==> src/rtl/bytestream_defs.sv <==
// Constants shared by the bytestream FT232, UART and FIFO blocks.
package bytestream_defs;

  localparam int unsigned BS_WIDTH      = 8;
  localparam int unsigned OVF_CNT_WIDTH = 8;

  // Increment that holds at all-ones instead of wrapping.
  function automatic logic [OVF_CNT_WIDTH-1:0] sat_inc(input logic [OVF_CNT_WIDTH-1:0] v);
    return (&v) ? v : v + OVF_CNT_WIDTH'(1);
  endfunction

endpackage

==> src/rtl/bytestream_fifo_mem.sv <==
// Simple dual-port byte RAM: synchronous write, asynchronous read (LUTRAM).
module bytestream_fifo_mem
  import bytestream_defs::*;
#(
  parameter int unsigned DEPTH_LOG2 = 4
) (
  input  logic                  clk,
  input  logic                  we,
  input  logic [DEPTH_LOG2-1:0] waddr,
  input  logic [BS_WIDTH-1:0]   wdata,
  input  logic [DEPTH_LOG2-1:0] raddr,
  output logic [BS_WIDTH-1:0]   rdata
);

  localparam int unsigned DEPTH = 1 << DEPTH_LOG2;

  logic [BS_WIDTH-1:0] mem [DEPTH];

  always_ff @(posedge clk) begin
    if (we) mem[waddr] <= wdata;
  end

  assign rdata = mem[raddr];

endmodule

==> src/rtl/bytestream_fifo.sv <==
// Elastic byte buffer between a non-backpressured producer strobe and a
// valid/consume consumer; drops and counts bytes that arrive while full.
module bytestream_fifo
  import bytestream_defs::*;
#(
  parameter int unsigned DEPTH_LOG2   = 4,
  parameter int unsigned AFULL_THRESH = 12
) (
  input  logic                     clk,
  input  logic                     reset,
  input  logic [BS_WIDTH-1:0]      in_data,
  input  logic                     in_produce,
  output logic [BS_WIDTH-1:0]      out_data,
  output logic                     out_valid,
  input  logic                     out_consume,
  output logic [DEPTH_LOG2:0]      level,
  output logic                     almost_full,
  output logic                     overflow,
  output logic [OVF_CNT_WIDTH-1:0] overflow_count,
  input  logic                     overflow_clr
);

  localparam int unsigned PTR_W = DEPTH_LOG2 + 1;

  logic [PTR_W-1:0]    wr_ptr;
  logic [PTR_W-1:0]    rd_ptr;
  logic [BS_WIDTH-1:0] head;
  logic                empty_c;
  logic                full_c;
  logic                push_c;
  logic                pop_c;
  logic                drop_c;

  assign empty_c = (wr_ptr == rd_ptr);
  assign full_c  = (wr_ptr[DEPTH_LOG2-1:0] == rd_ptr[DEPTH_LOG2-1:0]) &&
                   (wr_ptr[DEPTH_LOG2] != rd_ptr[DEPTH_LOG2]);
  assign pop_c   = out_consume && !empty_c;
  assign push_c  = in_produce && (!full_c || pop_c);
  assign drop_c  = in_produce && full_c && !pop_c;

  // When full with a pop, the write lands on the head slot that is being read out this cycle.
  bytestream_fifo_mem #(
    .DEPTH_LOG2(DEPTH_LOG2)
  ) u_mem (
    .clk  (clk),
    .we   (push_c && reset),
    .waddr(wr_ptr[DEPTH_LOG2-1:0]),
    .wdata(in_data),
    .raddr(rd_ptr[DEPTH_LOG2-1:0]),
    .rdata(head)
  );

  always_ff @(posedge clk) begin
    if (!reset) begin
      wr_ptr <= '0;
      rd_ptr <= '0;
    end else begin
      if (push_c) wr_ptr <= wr_ptr + PTR_W'(1);
      if (pop_c)  rd_ptr <= rd_ptr + PTR_W'(1);
    end
  end

  // Set beats clear when a drop coincides with overflow_clr.
  always_ff @(posedge clk) begin
    if (!reset) begin
      overflow       <= 1'b0;
      overflow_count <= '0;
    end else if (drop_c) begin
      overflow       <= 1'b1;
      overflow_count <= overflow_clr ? OVF_CNT_WIDTH'(1) : sat_inc(overflow_count);
    end else if (overflow_clr) begin
      overflow       <= 1'b0;
      overflow_count <= '0;
    end
  end

  assign level       = wr_ptr - rd_ptr;
  assign almost_full = (level >= PTR_W'(AFULL_THRESH));
  assign out_valid   = !empty_c;
  assign out_data    = empty_c ? '0 : head;

endmodule

==> config.mk <==
export PLATFORM = sky130hd
export DESIGN_NAME = bytestream_fifo
export DESIGN_NICKNAME = d
export VERILOG_FILES = /design/src/rtl/bytestream_defs.sv /design/src/rtl/bytestream_fifo_mem.sv /design/src/rtl/bytestream_fifo.sv
export SDC_FILE = /design/constraint.sdc
export NUM_CORES = 1
export LEC_CHECK = 0
export CAP_MARGIN = 10
export CORE_UTILIZATION = 50
export DETAILED_ROUTE_END_ITERATION = 10
export GPL_ROUTABILITY_DRIVEN = 0
export MAX_ROUTING_LAYER = met4
export PLACE_DENSITY = 0.69
export SYNTH_ARGS = -nofsm -noshare
export SYNTH_HDL_FRONTEND = slang
export SYNTH_SLANG_ARGS = --single-unit
==> constraint.sdc <==
create_clock -name clk -period 2.8 [get_ports clk]
set_input_delay 0.56 -clock clk [delete_from_list [all_inputs] [get_ports clk]]
set_output_delay 0.56 -clock clk [all_outputs]
set_load 0.01 [all_outputs]
# --- Word-level counts from Yosys, hierarchy flattened ---
# Memories as Yosys holds them, arrays and structs flattened. A register that Yosys moved wholly into a read port is not among the register bits.
# Index checks and enable logic that the tools add are counted.
word_totals:
  register_bits: 19
  ram_bits: 128
  input_bits: 13
  word_cells: 38
  memories: 1
memory_table:
  columns: ["memory", "depth", "width", "rd", "rd_ports_with_merged_regs", "wr", "line", "rtl"]
  rows:
  - ["u_mem.mem", 16, 8, 1, 1, 1, "bytestream_fifo_mem.sv:17", "logic [BS_WIDTH-1:0] mem [DEPTH];"]
op_classes:
  addsub: 4
  order_cmp: 1
  eq_ne: 4
  mux: 11
  reduce_logical: 13
ops:
  columns: ["cell", "count"]
  rows:
  - ["2-to-1 mux 8 bit", 5]
  - ["adder 5 x 1 -> 5 bit (second input constant)", 2]
  - ["adder 8 x 1 -> 8 bit (second input constant)", 1]
  - ["2-to-1 mux 4 bit", 2]
  - ["AND reduction 8 bit", 1]
  - ["logical AND 1 bit", 6]
  - ["== test 5 bit", 1]
  - [">= comparator 5 x 4 -> 1 bit (second input constant)", 1]
  - ["subtractor 5 bit", 1]
  - ["== test 4 bit", 1]
  - ["2-to-1 mux 1 bit", 4]
  - ["logical NOT 1 bit", 3]
  - ["inequality test 2 bit (second input constant)", 1]
  - ["AND reduction 2 bit", 1]
  - ["nonzero test 2 bit", 1]
  - ["logical OR 1 bit", 1]
  - ["inequality test 1 bit", 1]

# --- Longest topological paths before layout ---
logic_depth:
  word_depth: 8
  depth_mapped: 8
  depth_no_buf: 7

# --- Modules after synthesis ---
# A second synthesis with hierarchy kept.
unflattened:
  cells_unflattened: 366
  hier_area_um2: 6185.9
by_module_without_submodules:
  columns: ["mod", "instances", "cells_per_inst", "area_per_inst_um2", "seq_area_each_um2"]
  rows:
  - ["bytestream_fifo_mem", 1, 221, 4987.3, 3843.7]
  - ["bytestream_fifo", 1, 145, 1198.6, 380.4]

# --- Worst setup path before layout ---
# Ideal clock, no wire load.
synth_path:
  path_kind: "reg-to-output"
  startpoint: "register wr_ptr[0]"
  endpoint: "output port almost_full"
  arrival_time_ns: 1.800
  slack_ns: 0.440
  stages_incl_launch_ff: 8
  n_path_buf: 0
  cell_sequence: "dfxtp_1 -> inv_1 -> ha_1 -> fa_1 -> xnor2_1 -> inv_1 -> a211o_1 -> o221ai_1"
synth_between:
  elab_chain_cells: 2
synth_rtl:
  columns: ["element", "line", "rtl"]
  rows:
  - ["start, declared", "bytestream_fifo.sv:25", "logic [PTR_W-1:0] wr_ptr;"]
  - ["start signal, assigned", "bytestream_fifo.sv:58", "if (push_c) wr_ptr <= wr_ptr + PTR_W'(1);"]
  - ["subtractor 5 bit", "bytestream_fifo.sv:77", "assign level = wr_ptr - rd_ptr;"]
  - ["via level[2]", "bytestream_fifo.sv:16", "output logic [DEPTH_LOG2:0] level,"]
  - [">= comparator 5 x 4 -> 1 bit", "bytestream_fifo.sv:78", "assign almost_full = (level >= PTR_W'(AFULL_THRESH));"]
  - ["end, declared", "bytestream_fifo.sv:17", "output logic almost_full,"]
# The timed path passes the listed nets, and every way through them passes these cells.

==> metrics.cfg <==
[status]
status=complete, no violations

[min_path]
worstHoldEndpoint=overflow
hold_path.class=reg2reg
hold_start=overflow
hold_depth=2

[place]
io_buffers=36
dp_hpwl_um=7820
dp.cells=599

[final_layout]
stdcell_count=635
layout-drive-gt1-share=0.287
finalNetCount=478
synthToLayoutAreaGrowth_pct=23.5
n_fill_cell=907
diodes=0

[detailed_routing]
drc_errors=0
vias=3550
vias_per_cell=5.59
firstDrtPassIters=4
routed_wl_um=12600
avgRoutedWirePerCell_um=19.8
antenna_left=0
drt_iter0_markers=320

[setup_path]
arrival_ns=2.20
endpoint_kind=output pin
crit_chain=buf_12 -> buf_6 -> mux4_2 -> mux2_4 -> o21ai_2 -> a21oi_2 -> buf_2
critPathMaxFanout=6
critPathRequiredTime_ns=2.24
criticalPathCategory=reg2out
cp-start-kind=flop
reg2regPathDepth=8
reg2reg_from=rd_ptr[2]
r2r-end=u_mem.mem[5][6]
cpMaxStageDelayCell=mux4_2
reg2reg_slack_ns=0.42
critPathMaxStageDelay_ns=0.49

[cts]
clock_sinks=151
cts_tree=built
path_clk_slew_ns=0.06
cts_buffer_depth=2
cts_buffers=17
h-tree-depth=4
insertion_delay_ns=0.41
root_buffer=clkbuf_16

[yosys]
synth_nets=400
synth_adder_area_share=0.0232
ys_seq_area_frac=0.688
async_reset_ff_frac=0
synth_compound_area_frac=0.0488
syn_inst=376
synthMuxAreaShare=0.142
synth_ff_type=edfxtp_1
yosysWarnings=0
synth.cell_area_mm2=0.00626
synth_cell_types=44
ys_ff_latch=151
synth.area.top_cells=edfxtp_1 61%, mux4_2 12%, dfxtp_1 7.4%, ha_1 2.0%, a21oi_1 1.7%
synth_top_family_by_area=multiplexers
synthSimpleGateAreaFrac=0.0608
synth.avg_cell_area_um2=16.6
synth_top_area_share=0.614
yosys.area.top_type=edfxtp_1
synthXorXnorAreaFrac=0.0150
synth-edff-count=128

[floorplan]
start_util=0.517
design.die.area_mm2=0.0130
die_x_um=114
core_area_mm2=0.0121
pin_count=37
dieHeight_um=114
row_count=40

[timing]
final-max-slew-violation-count=0
tightest_slew_ns=0.620
hold_viol=0
slew_headroom=0.583
fin_crit_sh=0.987
rsz0062_at_grt=true
min_period_ns=2.76
clock.fmax_mhz=362
setup_viol=0
fin_worst_skew_ns=0.00650

[grt]
antenna_found_initial=0
grt_pass1_vias=3605
grt_first_pass_wirelength_um=20000
track_usage=0.221
overflow=0
grt_max_degree=25

[pwr]
p_total_mw=5.61
cellPowerDensity_mw_per_mm2=726
cellLeakagePower_nw=2.57
ir_worst_vdd_uv=381

[job]
maxCapViolCount=0

worst max-delay path: cells and delay by family, from the launching register on:
family,cells,cell delay [ns]
compound gates,2,0.19
buf+inv,3,0.41
flops,1,0.41
mux,2,0.78
synth_stat cells, types with 2 or more instances:
cell type / instances
and4_1: 2
o31ai_1: 3
nor2b_1: 2
buf_2: 8
nor2_1: 25
and3_1: 4
edfxtp_1: 128
mux4_2: 32
o211ai_1: 2
clkbuf_1: 8
nand2_1: 14
nor4_1: 2
mux2_2: 8
xnor2_1: 5
xor2_1: 2
o21ai_0: 16
or4_1: 4
a21oi_1: 21
nor3_1: 2
dfxtp_1: 23
ha_1: 10
mux2i_1: 8
inv_1: 16
nand3_1: 5
nand2b_1: 3
or3_1: 3
nand4_1: 3
cells by family (layout without fill, tap and decap cells):
| kind of cell | count (synthesis) | count (layout) |
|---|---|---|
| AOI/OAI and AO/OA | 50 | 50 |
| xor gates and xnor gates | 9 | 9 |
| adders and majority gates | 11 | 11 |
| buffers and inverters | 33 | 124 |
| DFF | 151 | 151 |
| muxes | 48 | 48 |
| and+or+nand+nor | 74 | 74 |
through the flow:
stage          cell area (um^2)  utilization  setup slack (ns)  TNS (ns)  hold slack, ns
6_report                   7730        0.638            0.0366         0           0.493
3_3_place_gp               7060        0.583            0.0553         0           0.460
2_1_floorplan              6260            -             0.440         0           0.493
4_1_cts                    7690        0.635           -0.0274   -0.0492           0.495
3_5_place_dp               7060        0.583            0.0538         0           0.480
5_1_grt                    7730        0.638           -0.0446   -0.0756           0.528
area by class of cell:
type,instances,area [um^2],area share
flip-flops and latches,151,4310,0.558
multi-input cells,192,1840,0.239
repair buffers,76,698,0.0904
clock buffers,18,429,0.0555
well taps,168,210,0.0272
clock inverters,14,175,0.0227
inverters,16,60.1,0.00777
power breakdown:
part           switching (mW)  internal, mW
clock                   0.893          1.41
sequential             0.0220          2.47
combinational           0.403         0.416
how the worst max path moves through the flow:
stage                   to  slack (ns)  cells past startpoint
2_1_floorplan  almost_full        0.44                      7
3_3_place_gp   out_data[1]        0.06                      7
3_5_place_dp   almost_full        0.05                      7
4_1_cts        out_data[1]       -0.03                      7
5_1_grt        out_data[1]       -0.04                      7
6_report       out_data[1]        0.04                      7
routing by layer:
metal  GRT usage  share of wire  up-vias
met2       0.348           0.51       98
met1       0.290           0.44     1809
met5           -              0        -
met3      0.0462          0.048       10
met4      0.0693         0.0070        0
li1            -              -     1633
layout by cell type, fill, tap and decap left out, types with 4 or more instances in the layout:
cell	n
buf_4	33
dfxtp_1	20
clkinvlp_4	5
or4_1	4
xnor2_1	4
edfxtp_1	128
buf_2	8
inv_1	16
a21oi_1	20
ha_1	10
mux4_2	32
nor2_1	25
and3_1	4
mux2_2	7
mux2i_1	8
nand3_1	5
nand2_1	13
clkdlybuf4s50_1	23
clkbuf_16	18
o21ai_0	11
registers in the layout, indices dropped and copies added (netlist names), named ones only:
signal,flops
wr_ptr,5
overflow_count,8
u_mem.mem,128
overflow,1
rd_ptr,5
what timing repair did:
item,CTS,global route
endpoints found under the setup margin,13,10
resized for setup,43,15
hold buffers,0,0
buffers inserted,1,1
pin swaps,1,0
gates cloned,1,1
Power figures use the tool's default switching activity.
